**config.mk**
```make
export PLATFORM = sky130hd
export DESIGN_NAME = policy_gen_flat
export DESIGN_NICKNAME = d
export VERILOG_FILES = /design/src/rtl/policy_gen_if.sv /design/src/rtl/policy_gen.sv /design/src/flat_wrapper.sv
export SDC_FILE = /design/constraint.sdc
export NUM_CORES = 1
export LEC_CHECK = 0
export BUFFER_PORTS_ARGS = -buffer_cell sky130_fd_sc_hd__buf_2
export CORE_MARGIN = 2
export CORE_UTILIZATION = 54
export DETAILED_ROUTE_END_ITERATION = 16
export PLACE_DENSITY_LB_ADDON = 0.3
export SLEW_MARGIN = 10
export SYNTH_ARGS = -nofsm -noshare
export SYNTH_HDL_FRONTEND = slang
export SYNTH_SLANG_ARGS = --single-unit
export TNS_END_PERCENT = 50
```
**constraint.sdc**
```tcl
create_clock -name clock -period 3.9 [get_ports clock]
set_clock_uncertainty 0.2 [all_clocks]
set_input_delay 0.585 -clock clock [delete_from_list [all_inputs] [get_ports clock]]
set_output_delay 0.585 -clock clock [all_outputs]
set_load 0.01 [all_outputs]
```
**src/rtl/policy_gen_if.sv**
```systemverilog
// Request/result bundle between the control unit and the move generator.
//
// Handshake: the requester raises en_policygen; it is taken only while the
// generator is idle (busy low). The generator answers with a single-cycle
// action_valid pulse that qualifies action; there is no back-pressure, so
// the requester must be able to consume the result in that cycle. action
// keeps its value after the pulse until the next result replaces it.
interface policy_gen_if;
    logic       en_policygen;
    logic [8:0] board_agent;
    logic [8:0] board_player;
    logic [3:0] action;
    logic       action_valid;
    logic       busy;

    modport master (
        output en_policygen, board_agent, board_player,
        input  action, action_valid, busy
    );

    modport slave (
        input  en_policygen, board_agent, board_player,
        output action, action_valid, busy
    );
endinterface

```
**src/rtl/policy_gen.sv**
```systemverilog
// Tic-tac-toe move generator. Snapshots both boards on request, then walks
// the eight lines looking for a winning move, then for a blocking move, then
// walks a fixed cell preference order, one step per clock. The first hit
// (or a full board) ends the request with a registered one-cycle result.
module policy_gen #(
    parameter logic [3:0] NO_MOVE = 4'hF
) (
    input  logic          clock,
    input  logic          reset_n,
    policy_gen_if.slave   bus,
    output logic [1:0]    dbg_state
);

    typedef enum logic [1:0] {
        IDLE       = 2'd0,
        SCAN_WIN   = 2'd1,
        SCAN_BLOCK = 2'd2,
        SCAN_PREF  = 2'd3
    } state_t;

    state_t     state, state_n;
    logic [3:0] index, index_n;
    logic [8:0] snap_agent, snap_agent_n;
    logic [8:0] snap_player, snap_player_n;
    logic [3:0] action_q, action_n;
    logic       valid_q, valid_n;
    logic       busy_q, busy_n;

    logic [3:0] cell0, cell1, cell2;
    logic [3:0] pref_cell;
    logic [8:0] occupied, own;
    logic [1:0] own_cnt, empty_cnt;
    logic       line_hit;
    logic [3:0] empty_cell;
    logic       pref_empty;

    assign bus.action       = action_q;
    assign bus.action_valid = valid_q;
    assign bus.busy         = busy_q;
    assign dbg_state        = state;

    // Line table: the three cells of line index[2:0], row-major numbering.
    always_comb begin
        cell0 = 4'd0;
        cell1 = 4'd0;
        cell2 = 4'd0;
        case (index[2:0])
            3'd0: begin cell0 = 4'd0; cell1 = 4'd1; cell2 = 4'd2; end
            3'd1: begin cell0 = 4'd3; cell1 = 4'd4; cell2 = 4'd5; end
            3'd2: begin cell0 = 4'd6; cell1 = 4'd7; cell2 = 4'd8; end
            3'd3: begin cell0 = 4'd0; cell1 = 4'd3; cell2 = 4'd6; end
            3'd4: begin cell0 = 4'd1; cell1 = 4'd4; cell2 = 4'd7; end
            3'd5: begin cell0 = 4'd2; cell1 = 4'd5; cell2 = 4'd8; end
            3'd6: begin cell0 = 4'd0; cell1 = 4'd4; cell2 = 4'd8; end
            default: begin cell0 = 4'd2; cell1 = 4'd4; cell2 = 4'd6; end
        endcase
    end

    // Preference order: centre, corners, then edges.
    always_comb begin
        pref_cell = 4'd0;
        case (index)
            4'd0: pref_cell = 4'd4;
            4'd1: pref_cell = 4'd0;
            4'd2: pref_cell = 4'd2;
            4'd3: pref_cell = 4'd6;
            4'd4: pref_cell = 4'd8;
            4'd5: pref_cell = 4'd1;
            4'd6: pref_cell = 4'd3;
            4'd7: pref_cell = 4'd5;
            4'd8: pref_cell = 4'd7;
            default: pref_cell = 4'd0;
        endcase
    end

    // Evaluate the current line against the side being scanned. A cell
    // claimed by both maps is occupied, never empty.
    always_comb begin
        occupied   = snap_agent | snap_player;
        own        = (state == SCAN_BLOCK) ? snap_player : snap_agent;
        own_cnt    = {1'b0, own[cell0]} + {1'b0, own[cell1]} + {1'b0, own[cell2]};
        empty_cnt  = {1'b0, ~occupied[cell0]} + {1'b0, ~occupied[cell1]}
                   + {1'b0, ~occupied[cell2]};
        line_hit   = (own_cnt == 2'd2) && (empty_cnt == 2'd1);
        if (!occupied[cell0])
            empty_cell = cell0;
        else if (!occupied[cell1])
            empty_cell = cell1;
        else
            empty_cell = cell2;
        pref_empty = ~occupied[pref_cell];
    end

    // Next-state and result logic for the scan sequence.
    always_comb begin
        state_n       = state;
        index_n       = index;
        snap_agent_n  = snap_agent;
        snap_player_n = snap_player;
        action_n      = action_q;
        valid_n       = 1'b0;
        busy_n        = busy_q;
        case (state)
            IDLE: begin
                if (bus.en_policygen) begin
                    snap_agent_n  = bus.board_agent;
                    snap_player_n = bus.board_player;
                    index_n       = 4'd0;
                    state_n       = SCAN_WIN;
                    busy_n        = 1'b1;
                end
            end
            SCAN_WIN, SCAN_BLOCK: begin
                if (line_hit) begin
                    action_n = empty_cell;
                    valid_n  = 1'b1;
                    busy_n   = 1'b0;
                    index_n  = 4'd0;
                    state_n  = IDLE;
                end else if (index == 4'd7) begin
                    index_n = 4'd0;
                    state_n = (state == SCAN_WIN) ? SCAN_BLOCK : SCAN_PREF;
                end else begin
                    index_n = index + 4'd1;
                end
            end
            SCAN_PREF: begin
                if (pref_empty || index == 4'd8) begin
                    action_n = pref_empty ? pref_cell : NO_MOVE;
                    valid_n  = 1'b1;
                    busy_n   = 1'b0;
                    index_n  = 4'd0;
                    state_n  = IDLE;
                end else begin
                    index_n = index + 4'd1;
                end
            end
            default: begin
                state_n = IDLE;
                index_n = 4'd0;
                busy_n  = 1'b0;
            end
        endcase
    end

    // State, counter, snapshots and registered outputs.
    always_ff @(posedge clock or negedge reset_n) begin
        if (!reset_n) begin
            state       <= IDLE;
            index       <= 4'd0;
            snap_agent  <= 9'd0;
            snap_player <= 9'd0;
            action_q    <= NO_MOVE;
            valid_q     <= 1'b0;
            busy_q      <= 1'b0;
        end else begin
            state       <= state_n;
            index       <= index_n;
            snap_agent  <= snap_agent_n;
            snap_player <= snap_player_n;
            action_q    <= action_n;
            valid_q     <= valid_n;
            busy_q      <= busy_n;
        end
    end

endmodule
```
**src/flat_wrapper.sv**
```systemverilog
// flat-port wrapper written by rule: the top's interface ports become plain ports
module policy_gen_flat 
#(
    parameter logic [3:0] NO_MOVE = 4'hF
)
  (clock, reset_n, dbg_state, bus_en_policygen, bus_board_agent, bus_board_player, bus_action, bus_action_valid, bus_busy);
  policy_gen_if bus_i ();
  input  logic clock;
  input  logic reset_n;
  output logic [1:0] dbg_state;
  input wire logic [$bits(bus_i.en_policygen)-1:0] bus_en_policygen;
  input wire logic [$bits(bus_i.board_agent)-1:0] bus_board_agent;
  input wire logic [$bits(bus_i.board_player)-1:0] bus_board_player;
  output wire logic [$bits(bus_i.action)-1:0] bus_action;
  output wire logic [$bits(bus_i.action_valid)-1:0] bus_action_valid;
  output wire logic [$bits(bus_i.busy)-1:0] bus_busy;
  assign bus_i.en_policygen = bus_en_policygen;
  assign bus_i.board_agent = bus_board_agent;
  assign bus_i.board_player = bus_board_player;
  assign bus_action = bus_i.action;
  assign bus_action_valid = bus_i.action_valid;
  assign bus_busy = bus_i.busy;
  policy_gen #(.NO_MOVE(NO_MOVE)) u_core (.clock(clock), .reset_n(reset_n), .bus(bus_i), .dbg_state(dbg_state));
endmodule
```
# [Word-level counts from Yosys, hierarchy flattened]
# Memory sizes are Yosys's and may differ from the RTL's.
# Index checks and enable logic that the tools add are counted.
[totals] regBits=30 rom_bits=64 inputBits=21 out_inout_bits=8 elab_cells=93 n_memories=1
[op_classes] n_addsub=5 magnitude_cmp=4 eq_ne=17 mux=42 bitwise=5 n_reduce_logical=12
[memory_table] name="(name not given)" words=16 width=4 read_ports=1 rd_ports_with_merged_regs=0 wr=0 line_no="policy_gen.sv:62" source="case (index)"
[op_table] operator="$mux 4" count=9
[op_table] operator="$bmux 1 s4" count=7
[op_table] operator="$pmux 3 s4" count=2
[op_table] operator="$pmux 4 s4" count=1
[op_table] operator="$mux 1" count=13
[op_table] operator="$pmux 4 s3" count=1
[op_table] operator="$lt 3x5->1 const B" count=2
[op_table] operator="$lt 4x5->1 const B" count=2
[op_table] operator="$eq 3x3->1 const B" count=3
[op_table] operator="$mux 9" count=1
[op_table] operator="$or 9x9->9" count=1
[op_table] operator="$reduce_and 3->1" count=3
[op_table] operator="$mux 2" count=4
[op_table] operator="$pmux 4 s2" count=1
[op_table] operator="$eq 2x2->1 const B" count=3
[op_table] operator="$eq 3x2->1 const B" count=2
[op_table] operator="$pmux 2 s3" count=1
[op_table] operator="$reduce_or 3->1" count=2
[op_table] operator="$add 1x1->2" count=2
[op_table] operator="$add 2x1->2" count=2
[op_table] operator="$add 4x1->4 const B" count=1
[op_table] operator="$eq 2x1->1 const B" count=2
[op_table] operator="$eq 4x3->1 const B" count=1
[op_table] operator="$eq 4x4->1 const B" count=1
[op_table] operator="other kinds (14)" count=18

# [Logic depth before layout (Yosys ltp)]
# Gate-level depths: netlist of run 1.
[logic_depth] word_depth=12 mapped_depth=15 depth_no_buf=15

# [Worst setup path before layout of run 1]
# No wires, ideal clock.
[synth_path] path_kind="reg2reg" startpoint="reg u_core.index[0]" endpoint="reg u_core.state[1] (netlist: u_core.dbg_state[1])" setup_time_ns=0.066 arrival_ns=3.356 required_time_ns=3.634 slack_ns=0.279 path_stages_with_launch=13 n_path_buf=0 synth_period_minus_slack_ns=3.621 cell_sequence="dfrtp_1 > ha_1 > ha_1 > o32ai_4 > mux4_2 > a21oi_4 > xor2_1 > ha_1 > and4bb_2 > o21ai_4 > nand2_4 > a2111oi_4 > a31o_1"
[synth_between] elab_chain_cells=12 word_cells_on_any_way=46 classes_between="4 x add/sub; 12 x eq/ne; 19 x mux; 4 x bitwise; 6 x reduce/logical; 1 x memory"
[synth_rtl] element="start, declared" line_no="policy_gen.sv:22" source="logic [3:0] index, index_n;"
[synth_rtl] element="start signal, assigned" line_no="policy_gen.sv:158" source="index <= index_n;"
[synth_rtl] element="$eq 3x2->1, or another cell as far along" line_no="policy_gen.sv:47" source="case (index[2:0])"
[synth_rtl] element="$reduce_or 3->1 (no source line)"
[synth_rtl] element="$pmux 3 s4" line_no="policy_gen.sv:47"
[synth_rtl] element="$bmux 1 s4" line_no="policy_gen.sv:82" source="empty_cnt = {1'b0, ~occupied[cell0]} + {1'b0, ~occupied[cell1]}"
[synth_rtl] element="$mux 1 (implied by the code)" line_no="policy_gen.sv:82"
[synth_rtl] element="$not 1->1" line_no="policy_gen.sv:82"
[synth_rtl] element="$add 1x1->2" line_no="policy_gen.sv:82"
[synth_rtl] element="$add 2x1->2" line_no="policy_gen.sv:83" source="+ {1'b0, ~occupied[cell2]};"
[synth_rtl] element="$eq 2x1->1" line_no="policy_gen.sv:84" source="line_hit = (own_cnt == 2'd2) && (empty_cnt == 2'd1);"
[synth_rtl] element="$logic_and 1x1->1" line_no="policy_gen.sv:84"
[synth_rtl] element="$ne 3x1->1 (no source line) or $mux 2 (tied branches)"
[synth_rtl] element="$reduce_and 3->1 (no source line) or $pmux 2 s3 (tied branches)"
[synth_rtl] element="end signal, assigned" line_no="policy_gen.sv:157" source="state <= state_n;"
[synth_rtl] element="end, declared" line_no="policy_gen.sv:21" source="state_t state, state_n;"
# Several ways; a longest one is shown, not always the timed one. The select of a mux whose other input is x is not followed.
# A chain may end at the register's enable or synchronous reset.

# [Worst setup path after layout of run 1]
[layout_path] startpoint="reg u_core.index[0]" endpoint="reg u_core.index[1]"
[layout_between] elab_chain_cells=12 word_cells_on_any_way=46 classes_between="5 x add/sub; 10 x eq/ne; 21 x mux; 4 x bitwise; 5 x reduce/logical; 1 x memory"
[layout_rtl] element="$eq 3x2->1, or another cell as far along" line_no="policy_gen.sv:47"
[layout_rtl] element="$reduce_or 3->1 (no source line)"
[layout_rtl] element="$pmux 3 s4" line_no="policy_gen.sv:47"
[layout_rtl] element="$bmux 1 s4" line_no="policy_gen.sv:82"
[layout_rtl] element="$mux 1 (implied by the code)" line_no="policy_gen.sv:82"
[layout_rtl] element="$not 1->1" line_no="policy_gen.sv:82"
[layout_rtl] element="$add 1x1->2" line_no="policy_gen.sv:82"
[layout_rtl] element="$add 2x1->2" line_no="policy_gen.sv:83"
[layout_rtl] element="$eq 2x1->1" line_no="policy_gen.sv:84"
[layout_rtl] element="$logic_and 1x1->1" line_no="policy_gen.sv:84"
[layout_rtl] element="$mux 4" line_no="policy_gen.sv:114" source="if (line_hit) begin"
[layout_rtl] element="$pmux 4 s3 (*)" line_no="policy_gen.sv:103" source="case (state)"
# Mark *: on every way between the ends. The rest lies on a longest branch, timed or not. The select of a mux whose other input is x is not followed.

==> summary.txt, run 1 <==
outcome -> finished clean
Skew-Pair Late Insertion Delay -> 0.29 ns
slowest stage delay, CP -> 0.60 ns
setup TNS -> 0 ns
routed vias/inst -> 6.15
first-pass GRT wire length -> 9.94 mm
Synthesized Nets -> 301
largest fanout on the critical path -> 7
worst-case clock buffer depth -> 2
Tightest Pin Transition -> 0.734 ns
Pwr Density -> 936 nW/um^2
CP top delay family -> compound AO/OA/AOI/OAI gates
final worst-path cycle share -> 96.1%
required time of the critical path -> 3.88 ns
critical path type -> reg2reg
Worst-path clk slew -> 0.06 ns
Chip Width -> 73.3 um
Layout Cells excl Fill -> 348
critical path's most frequent cell -> ha_1
post-route antenna net violation count -> 0
Worst Setup Slack, final -> 0.154 ns
grt total ovfl -> 0
total number of vias -> 2140
RePlAce Congestion -> 0.998
reg2reg setup slack -> 0.15 ns
ant diodes -> 0
largest net degree at the start of global routing -> 31
register area share after synthesis -> 29.2%
placed cells -> 341
CTS tree -> built
endpoint class of the critical path -> flop
vias in the first global route -> 2046
core footprint -> 4660 sq um
H-tree depth -> 2
CTS resizes -> 0
worst hold slack -> 0.124 ns
hpwl dp -> 4.69 mm
fin nets -> 330
# hold bufs at CTS -> 0
Hold Fails Final Rpt -> 0
Seq cells post-synth -> 30
Final Power -> 2.67 mW
Setup WS pre-CTS -> 0.101 ns
Post-Syn Area per Cell -> 9.78 sq um
CTS Buf Count -> 5
Hold Crit Class -> in2async
First DRT Iteration DRCs -> 165
Warnings, synthesis -> 0
Synth Instances -> 265
Final Setup Violations -> 0
routed wire length -> 6.05 mm
global-route usage over all layers -> 24.5%
maximum resistive drop on vdd -> 0.438 mV
P_leak -> 1.19 nW
Port Buffers -> 28
Setup Fix Bufs, Post-CTS -> 0
die height -> 73.3 um
fillcell total -> 415
Worst setup startpoint -> u_core.index[0]
initial antenna violation count -> 0
fraction of layout cells with a size suffix above 1 -> 33.3%
worst r2r src -> u_core.index[0]
area of the die -> 5370 sq um
unrepaired setup endpoints after global routing -> no
area delta synth->final -> 10.2%
Bufs and invs on worst path -> 0
site row count -> 25
post-layout min period -> 3.75 ns
Peak Freq -> 267 MHz
Clk Tree Root Cell -> clkbuf_8
Slew HR -> 51.0%
CP max stage cell -> mux4_2
Critical Path Source Type -> flop
routed wire length per instance -> 17.4 um
I/O pin count -> 29
post-synth cell types -> 61
post-synthesis cell area -> 2590 sq um
Starting Density -> 55.6%
# DRC -> 0
Sink Count -> 30
Max Cap Violations -> 0
crit-path cells -> ha_1 > ha_1 > o32ai_4 > mux4_2 > a21oi_4 > xor2_1 > ha_1 > and4bb_2 > o21ai_4 > nand3_1 > o21ai_1 > a32o_1
router iterations before antenna repair -> 4
Max Slew Vio Count -> 0
Critical Path AT -> 3.73 ns
-- path summary, 6_finish.rpt --
path / to / cells past startpoint
max: u_core.index[1] / 12
min: u_core.index[2] / 1
max reg2reg: u_core.index[1] / 12
min reg2reg: u_core.bus.action[3] / 2
max in group asynchronous: u_core.snap_agent[5] / 1
min in group clock: u_core.bus.action[3] / 2
-- flip-flops by register name, summed over array words and instances (netlist names) --
name                     cells
u_core.bus.action            4
u_core.snap_player           9
u_core.bus.busy              1
u_core.snap_agent            9
u_core.bus.action_valid      1
u_core.index                 4
u_core.dbg_state             2
-- cell usage after synthesis (all sizes together) --
cell type	instances	area, sq um
a2111oi	1	27.5
a211oi	5	42.5
a21boi	1	7.51
a21oi	14	85.1
a22o	2	17.5
a22oi	3	41.3
a31o	2	17.5
a31oi	6	37.5
a32o	1	10.0
and2	1	6.26
and2b	1	7.51
and3	2	12.5
and4bb	1	12.5
buf	6	53.8
clkbuf	7	26.3
dfrtp	26	651
dfstp	4	105
fa	1	20.0
ha	14	175
inv	8	30.0
mux2	33	387
mux2i	13	134
mux4	1	22.5
nand2	17	71.3
nand2b	4	27.5
nand3	4	20.0
nand3b	2	15.0
nor2	30	120
nor2b	1	6.26
nor3	11	55.1
nor4	3	18.8
nor4b	2	17.5
o2111ai	2	17.5
o211ai	4	43.8
o21a	3	22.5
o21ai	15	86.3
o221a	1	11.3
o22ai	4	25.0
o31ai	1	12.5
o32ai	2	43.8
o41a	1	11.3
or2	3	18.8
xor2	2	17.5
-- stage by stage --
stage               instance area, sq um  utilization, %
floorplan                           2590               -
global placement                    2770            59.5
CTS                                 2850            61.2
detailed placement                  2770            59.5
finish                              2860            61.3
global route                        2860            61.3
-- layout by cell type, fill, tap and decap left out, drive strengths merged, types with 8 or more instances in the layout --
master	synthesis	final
ha	14	14
nand2	17	17
a21oi	14	14
inv	8	8
dfrtp	26	26
buf	6	35
nor2	30	30
nor3	11	11
o21ai	15	15
mux2i	13	13
mux2	33	33
-- power breakdown --
part	switching, mW	internal [mW]	total, mW	leakage [nW]
Sequential	0.119	0.467	0.586	0.359
Combinational	1.01	0.839	1.85	0.788
Clock	0.117	0.119	0.237	0.0438
-- metal layers --
metal	track usage, %	part of all wire (%)	vias up
li1	-	-	1041
met2	40.9	48	63
met5	0	0	-
met3	4.25	4.4	14
met1	31.5	45	1022
met4	9.47	2.5	0
-- logic make-up after synthesis --
group	share of synthesized area [%]
AND/OR/NAND/NOR	15.8
AO/OA/AOI/OAI	21.6
multiplexers	21.0
flip-flops	29.2
buffers and inverters	4.25
adder cells (fa/ha/maj)	7.53
XOR/XNOR	0.676
-- final cells by class --
type / instances / area, sq um / share of cell area (%)
Multi-Input combinational cell: 214 / 1730 / 60.6
Sequential cell: 30 / 756 / 26.5
Timing Repair Buffer: 35 / 193 / 6.75
Clock buffer: 5 / 68.8 / 2.41
Tap cell: 54 / 67.6 / 2.37
Inverter: 8 / 30.0 / 1.05
Clock inverter: 2 / 10.0 / 0.351
Power figures use the tool's default switching activity.
==> run 2, diff against run 1 <==
CORE_ASPECT_RATIO = 0.6   (was unset)
==> summary.txt, run 2 (synthesized netlist as in run 1, its figures left out) <==
Seq pwr share -> 20.6% (-1.3 points)
total number of vias -> 2210 (+3.3%)
most common cell after layout, fill and taps aside -> nor2_1
most frequent cells in the layout -> nor2_1, buf_2, mux2_2, dfrtp_1, nand2_1
final worst-path cycle share -> 97.1% (+1.0 points)
die height -> 57.7 um (-21%)
CTS Buf Count -> 5 (unchanged)
routed wire length -> 6.64 mm (+9.8%)
Hold Crit Class -> in2async
worst-case clock buffer depth -> 2 (unchanged)
unrepaired setup endpoints after global routing -> no
internal power -> 1.51 mW (+5.8%)
H-tree depth -> 2 (unchanged)
Critical Path Source Type -> flop
Sw Ratio -> 47.3% (+0.62 points)
ant diodes -> 0 (unchanged)
Max Slew Vio Count -> 0 (unchanged)
Critical Path AT -> 3.82 ns (+0.09 ns)
Layout Cells excl Fill -> 358 (+2.9%)
first-pass GRT wire length -> 10.8 mm (+8.2%)
footprint of the multi-input gates -> 1770 sq um (+2.4%)
placed cells -> 349 (+2.3%)
Regs by FF count -> u_core.snap_agent (9), u_core.snap_player (9)
area of the die -> 5390 sq um (+0.34%)
# hold bufs at CTS -> 0 (unchanged)
Hold Fails Final Rpt -> 0 (unchanged)
router iterations before antenna repair -> 5 (+1)
Worst-path clk slew -> 0.07 ns (about the same)
critical path type -> reg2reg
post-route antenna net violation count -> 0 (unchanged)
Final Setup Violations -> 0 (unchanged)
I/O pin count -> 29 (unchanged)
routed vias/inst -> 6.17 (+0.39%)
post-layout min period -> 3.79 ns (+0.0409 ns)
Seq. cell area -> 758 sq um (+0.33%)
outcome -> finished clean
initial antenna violation count -> 0 (unchanged)
P_leak -> 1.20 nW (+0.38%)
RePlAce Congestion -> 0.954 (-4.4%)
Port Buffers -> 28 (unchanged)
Peak Freq -> 264 MHz (-1.1%)
setup TNS -> 0 ns (unchanged)
Sw Pwr -> 1.35 mW (+8.4%)
Sink Count -> 30 (unchanged)
Tightest Pin Transition -> 0.754 ns (+0.0201 ns)
Max Cap Violations -> 0 (unchanged)
Slew HR -> 49.6% (-1.3 points)
CTS tree -> built
Pwr Density -> 977 nW/um^2 (+4.4%)
final instance area -> 2930 sq um (+2.5%)
vias in the first global route -> 2040 (-0.29%)
required time of the critical path -> 3.94 ns (+0.06 ns)
area post-placement -> 2780 sq um (+0.14%)
fraction of layout cells with a size suffix above 1 -> 35.3% (+1.9 points)
Clk Tree Root Cell -> clkbuf_8
fin nets -> 330 (unchanged)
hpwl dp -> 4.99 mm (+6.4%)
endpoint class of the critical path -> flop
grt total ovfl -> 0 (unchanged)
global-route usage over all layers -> 26.5% (+2.0 points)
largest net degree at the start of global routing -> 31 (unchanged)
clock share of power -> 9.5% (+0.6 points)
Chip Width -> 93.4 um (+28%)
maximum resistive drop on vdd -> 0.452 mV (+3.1%)
core footprint -> 4590 sq um (-1.6%)
Combinational Power Share -> 69.9% (+0.7 points)
area delta synth->final -> 12.9%
site row count -> 19 (-24%)
Starting Density -> 56.5% (+0.88 points)
fillcell total -> 382 (-8.0%)
routed wire length per instance -> 18.5 um (+6.7%)
largest fanout on the critical path -> 6 (-1)
First DRT Iteration DRCs -> 267 (+62%)
# DRC -> 0 (unchanged)
Final Power -> 2.86 mW (+7.0%)
Skew-Pair Late Insertion Delay -> 0.29 ns (about the same)
==> run 2: cell types whose count changed in the layout (fill, tap and decap cells not counted), sizes merged <==
cell	change
clkinvlp	+1
clkbuf	+1
clkinv	-1
==> run 2: final timing paths <==
check | startpoint | slack [ns] | end | cells past startpoint
setup / recovery | u_core.index[1] | 0.11 | u_core.dbg_state[1] | 12
hold / removal | reset_n | 0.13 | u_core.dbg_state[1] | 1
setup reg to reg | u_core.index[1] | 0.11 | u_core.dbg_state[1] | 12
hold reg to reg | u_core.bus.action[3] | 0.28 | u_core.bus.action[3] | 2
max in group asynchronous | reset_n | 2.89 | u_core.index[0] | 1
min in group clock | u_core.bus.action[3] | 0.28 | u_core.bus.action[3] | 2
==> run 2: power by group through the flow <==
| stage | combinational [mW] | clock (mW) | sequential (mW) |
|---|---|---|---|
| 5_1_grt | 2.16 | 0.290 | 0.614 |
| 6_report | 2.00 | 0.272 | 0.590 |
| 4_1_cts | 1.89 | 0.277 | 0.587 |
| 3_3_place_gp | 1.83 | 0 | 0.584 |
| 3_5_place_dp | 1.85 | 0 | 0.592 |
| 2_1_floorplan | 1.45 | 0 | 0.578 |
==> run 2: area by class of cell <==
class | instances | area share (%)
multi-input combinational | 214 | 60.5
sequential | 30 | 25.9
timing repair buffer | 35 | 6.58
clock buffer | 6 | 2.82
tap | 63 | 2.69
inverter | 8 | 1.03
clock inverter | 2 | 0.428
==> run 2: what timing repair did <==
| action | CTS | global route |
|---|---|---|
| setup endpoints to repair | 0 | 11 |
| resized for setup | 0 | 12 |
| hold endpoints to repair | 0 | 0 |
| buffers inserted | 0 | 1 |
==> run 2: critical path, cell delays in order, from the launching register on <==
cell and delay (ns):
dfrtp_2 0.47, ha_1 0.23, ha_1 0.28, o32ai_4 0.39, mux4_2 0.62, a21oi_4 0.18
xor2_1 0.16, ha_1 0.25, and4bb_2 0.26, o21ai_4 0.08, nand2_4 0.11, a2111oi_4 0.33
a31o_1 0.17
==> run 2: stage by stage <==
| stage | utilization (%) | setup WS, ns | hold slack (ns) |
|---|---|---|---|
| after global placement | 60.5 | 0.0431 | 0.267 |
| after global routing | 63.8 | 0.0107 | 0.194 |
| after floorplan | - | 0.279 | 0.0894 |
| after CTS | 62.6 | 0.0239 | 0.156 |
| final | 63.8 | 0.113 | 0.131 |
| after detailed placement | 60.5 | 0.0814 | 0.266 |
==> run 2: routing by layer <==
| metal | part of all wire, % | track usage, % |
|---|---|---|
| met5 | 0 | 0 |
| met4 | 0.95 | 6.72 |
| met3 | 9.6 | 8.45 |
| met2 | 39 | 34.5 |
| met1 | 50 | 41.9 |
==> run 3, diff against run 2 <==
ABC_AREA = 1   (was unset)
clock period = 3.43 ns   (was 3.9 ns; I/O delays follow)
==> summary.txt, run 3 <==
outcome -> finished clean
top cell type's share of synthesized area -> 25.0% (-0.097 points)
area delta synth->final -> 11.2%
Synth area leader -> dfrtp_1
CTS Buf Count -> 5 (unchanged)
I/O pin count -> 29 (unchanged)
First DRT Iteration DRCs -> 327 (+22%)
# DRC -> 0 (unchanged)
routed wire length -> 6.57 mm (-1.1%)
hpwl dp -> 5.27 mm (+5.6%)
Hold Fails Final Rpt -> 0 (unchanged)
Synth Instances -> 375 (+42%)
first-pass GRT wire length -> 11.0 mm (+2.2%)
Skew-Pair Late Insertion Delay -> 0.28 ns (about the same)
vias in the first global route -> 2299 (+13%)
worst hold slack -> 0.0669 ns (-0.0637 ns)
Sink Count -> 30 (unchanged)
Hold Crit Class -> in2async
post-synth cell types -> 36 (-41%)
fraction of registers with async set/reset -> 100% (unchanged)
# hold bufs at CTS -> 0 (unchanged)
register area share after synthesis -> 29.1% (-0.11 points)
Regs by FF count -> u_core.snap_agent (9), u_core.snap_player (9)
unrepaired setup endpoints after global routing -> no
Critical Path Source Type -> flop
Clk Tree Root Cell -> clkbuf_8
reg2reg setup slack -> 0.24 ns (+0.13 ns)
Port Buffers -> 28 (unchanged)
setup TNS -> 0 ns (unchanged)
Max Cap Violations -> 0 (unchanged)
Chip Width -> 93.6 um (+0.18%)
Starting Density -> 56.4% (-0.074 points)
top_reg_cell synth -> dfrtp_1
initial antenna violation count -> 0 (unchanged)
grt total ovfl -> 0 (unchanged)
Tightest Pin Transition -> 0.920 ns (+0.166 ns)
EDFF count, synth -> 0 (unchanged)
post-synthesis cell area -> 2600 sq um (+0.39%)
fin nets -> 440 (+33%)
worst r2r src -> u_core.index[0]
Synth area leaders -> dfrtp_1, nand2_1, nand3_1, inv_1, ha_1
Synthesized Nets -> 411 (+37%)
Post-Syn Area per Cell -> 6.94 sq um (-29%)
routed vias/inst -> 5.44 (-12%)
post-route antenna net violation count -> 0 (unchanged)
global-route usage over all layers -> 26.6% (+0.069 points)
router iterations before antenna repair -> 5 (unchanged)
Max Slew Vio Count -> 0 (unchanged)
Warnings, synthesis -> 0 (unchanged)
Critical Path AT -> 3.22 ns (-0.60 ns)
maximum resistive drop on vdd -> 0.500 mV (+11%)
largest net degree at the start of global routing -> 31 (unchanged)
site row count -> 19 (unchanged)
fraction of layout cells with a size suffix above 1 -> 22.2% (-13 points)
Slew HR -> 38.5% (-11 points)
worst-case clock buffer depth -> 2 (unchanged)
critical path type -> reg2reg
area of the die -> 5410 sq um (+0.36%)
Worst-path clk slew -> 0.07 ns (about the same)
FF-to-FF End -> u_core.bus.action[0]
Reg2Reg Depth -> 16 (+4)
P_leak -> 1.49 nW (+25%)
most frequent cells in the layout -> nand2_1, inv_1, nand3_1, nor2_1, buf_2
Seq cells post-synth -> 30 (unchanged)
core footprint -> 4610 sq um (+0.52%)
Pwr Density -> 1110 nW/um^2 (+13%)
ant diodes -> 0 (unchanged)
post-layout min period -> 3.19 ns (-0.597 ns)
H-tree depth -> 2 (unchanged)
top-count cell post-synth -> nand2_1
Final Setup Violations -> 0 (unchanged)
CTS tree -> built
required time of the critical path -> 3.46 ns (-0.48 ns)
Setup WS pre-CTS -> 0.228 ns (+0.146 ns)
final worst-path cycle share -> 93.0% (-4.1 points)
RePlAce Congestion -> 1.04 (+9.5%)
total number of vias -> 2547 (+15%)
endpoint class of the critical path -> flop
largest fanout on the critical path -> 6 (unchanged)
routed wire length per instance -> 14.0 um (-24%)
most common cell after layout, fill and taps aside -> nand2_1
die height -> 57.8 um (+0.18%)
Post-synth top cells -> nand2_1, inv_1, nand3_1
Worst Setup Slack, final -> 0.240 ns (+0.127 ns)
fillcell total -> 421 (+10%)
Peak Freq -> 313 MHz (+19%)
[run 3: cell types whose count changed in the layout (fill, tap and decap cells not counted), sizes merged, moves of 5 or more]
cell,change
inv,+44
nor3,-7
a211oi,-5
o21ai,+9
mux2i,-13
nand2,+108
nor2,+7
nand3,+40
mux2,-23
a31oi,-5
buf,-5
[run 3: timing repair]
action	CTS	global route
endpoints found under the setup margin	0	11
setup buffers	0	0
gates resized for setup	0	3
[run 3: per-layer routing]
metal  track usage [%]  share of wire [%]
met3              7.15                 12
met1              43.2                 49
met2              34.8                 38
met5                 0                  0
met4              5.18               0.72
[run 3: layout make-up]
class	instances	area, sq um	area share (%)
inverters	52	198	6.83
clock buffers	6	82.6	2.85
flip-flops and latches	30	757	26.2
well taps	63	78.8	2.72
repair buffers	30	155	5.36
clock inverters	2	12.5	0.433
multi-input cells	285	1610	55.6
[run 3: worst max-delay path by stage]
| stage | from | end | slack (ns) |
|---|---|---|---|
| 6_report | u_core.index[0] | u_core.bus.action[0] | 0.24 |
| 5_1_grt | u_core.index[1] | u_core.bus.action[0] | 0.006 |
| 4_1_cts | u_core.dbg_state[0] | u_core.bus.action[0] | 0.22 |
| 3_5_place_dp | u_core.dbg_state[0] | u_core.dbg_state[1] | 0.23 |
| 3_3_place_gp | u_core.dbg_state[0] | u_core.dbg_state[1] | 0.19 |
| 2_1_floorplan | u_core.dbg_state[0] | u_core.bus.action[0] | 0.48 |
[run 3: worst max-delay path, cell delays in order, from the launching register on]
cell and delay, ns:
dfrtp_1 0.44, inv_1 0.13, ha_1 0.28, nand2_4 0.15, nand2_1 0.13, nor2_2 0.20
inv_2 0.08, a221oi_1 0.23, a31oi_1 0.10, fa_1 0.49, and3_1 0.18, nand2_2 0.09
nand2_4 0.11, nand2_4 0.08, nor2_4 0.12, nand2_1 0.06, nand2_1 0.06
[run 3: where the power goes]
group	switching [mW]	leakage [nW]	internal, mW	total, mW
Combinational	1.46	1.09	0.791	2.25
Sequential	0.117	0.350	0.529	0.646
Clock	0.141	0.0472	0.161	0.302
[run 3: stage by stage]
step | instances | instance area [sq um] | power, mW | util (%)
floorplan | 375 | 2600 | 2.35 | -
global placement | 460 | 2780 | 2.81 | 60.4
detailed placement | 460 | 2780 | 2.84 | 60.4
CTS | 468 | 2880 | 3.15 | 62.4
global route | 468 | 2890 | 3.54 | 62.7
finish | 468 | 2890 | 3.20 | 62.7
[run 3: kinds of logic after synthesis]
group                    Yosys count  share of synthesized area, %
multiplexers                      10                          4.33
adder cells (fa/ha/maj)           15                          7.50
AND/OR/NAND/NOR                  217                          40.5
flip-flops                        30                          29.1
XOR/XNOR                           1                         0.337
buffers and inverters             60                          9.57
AO/OA/AOI/OAI                     42                          8.66
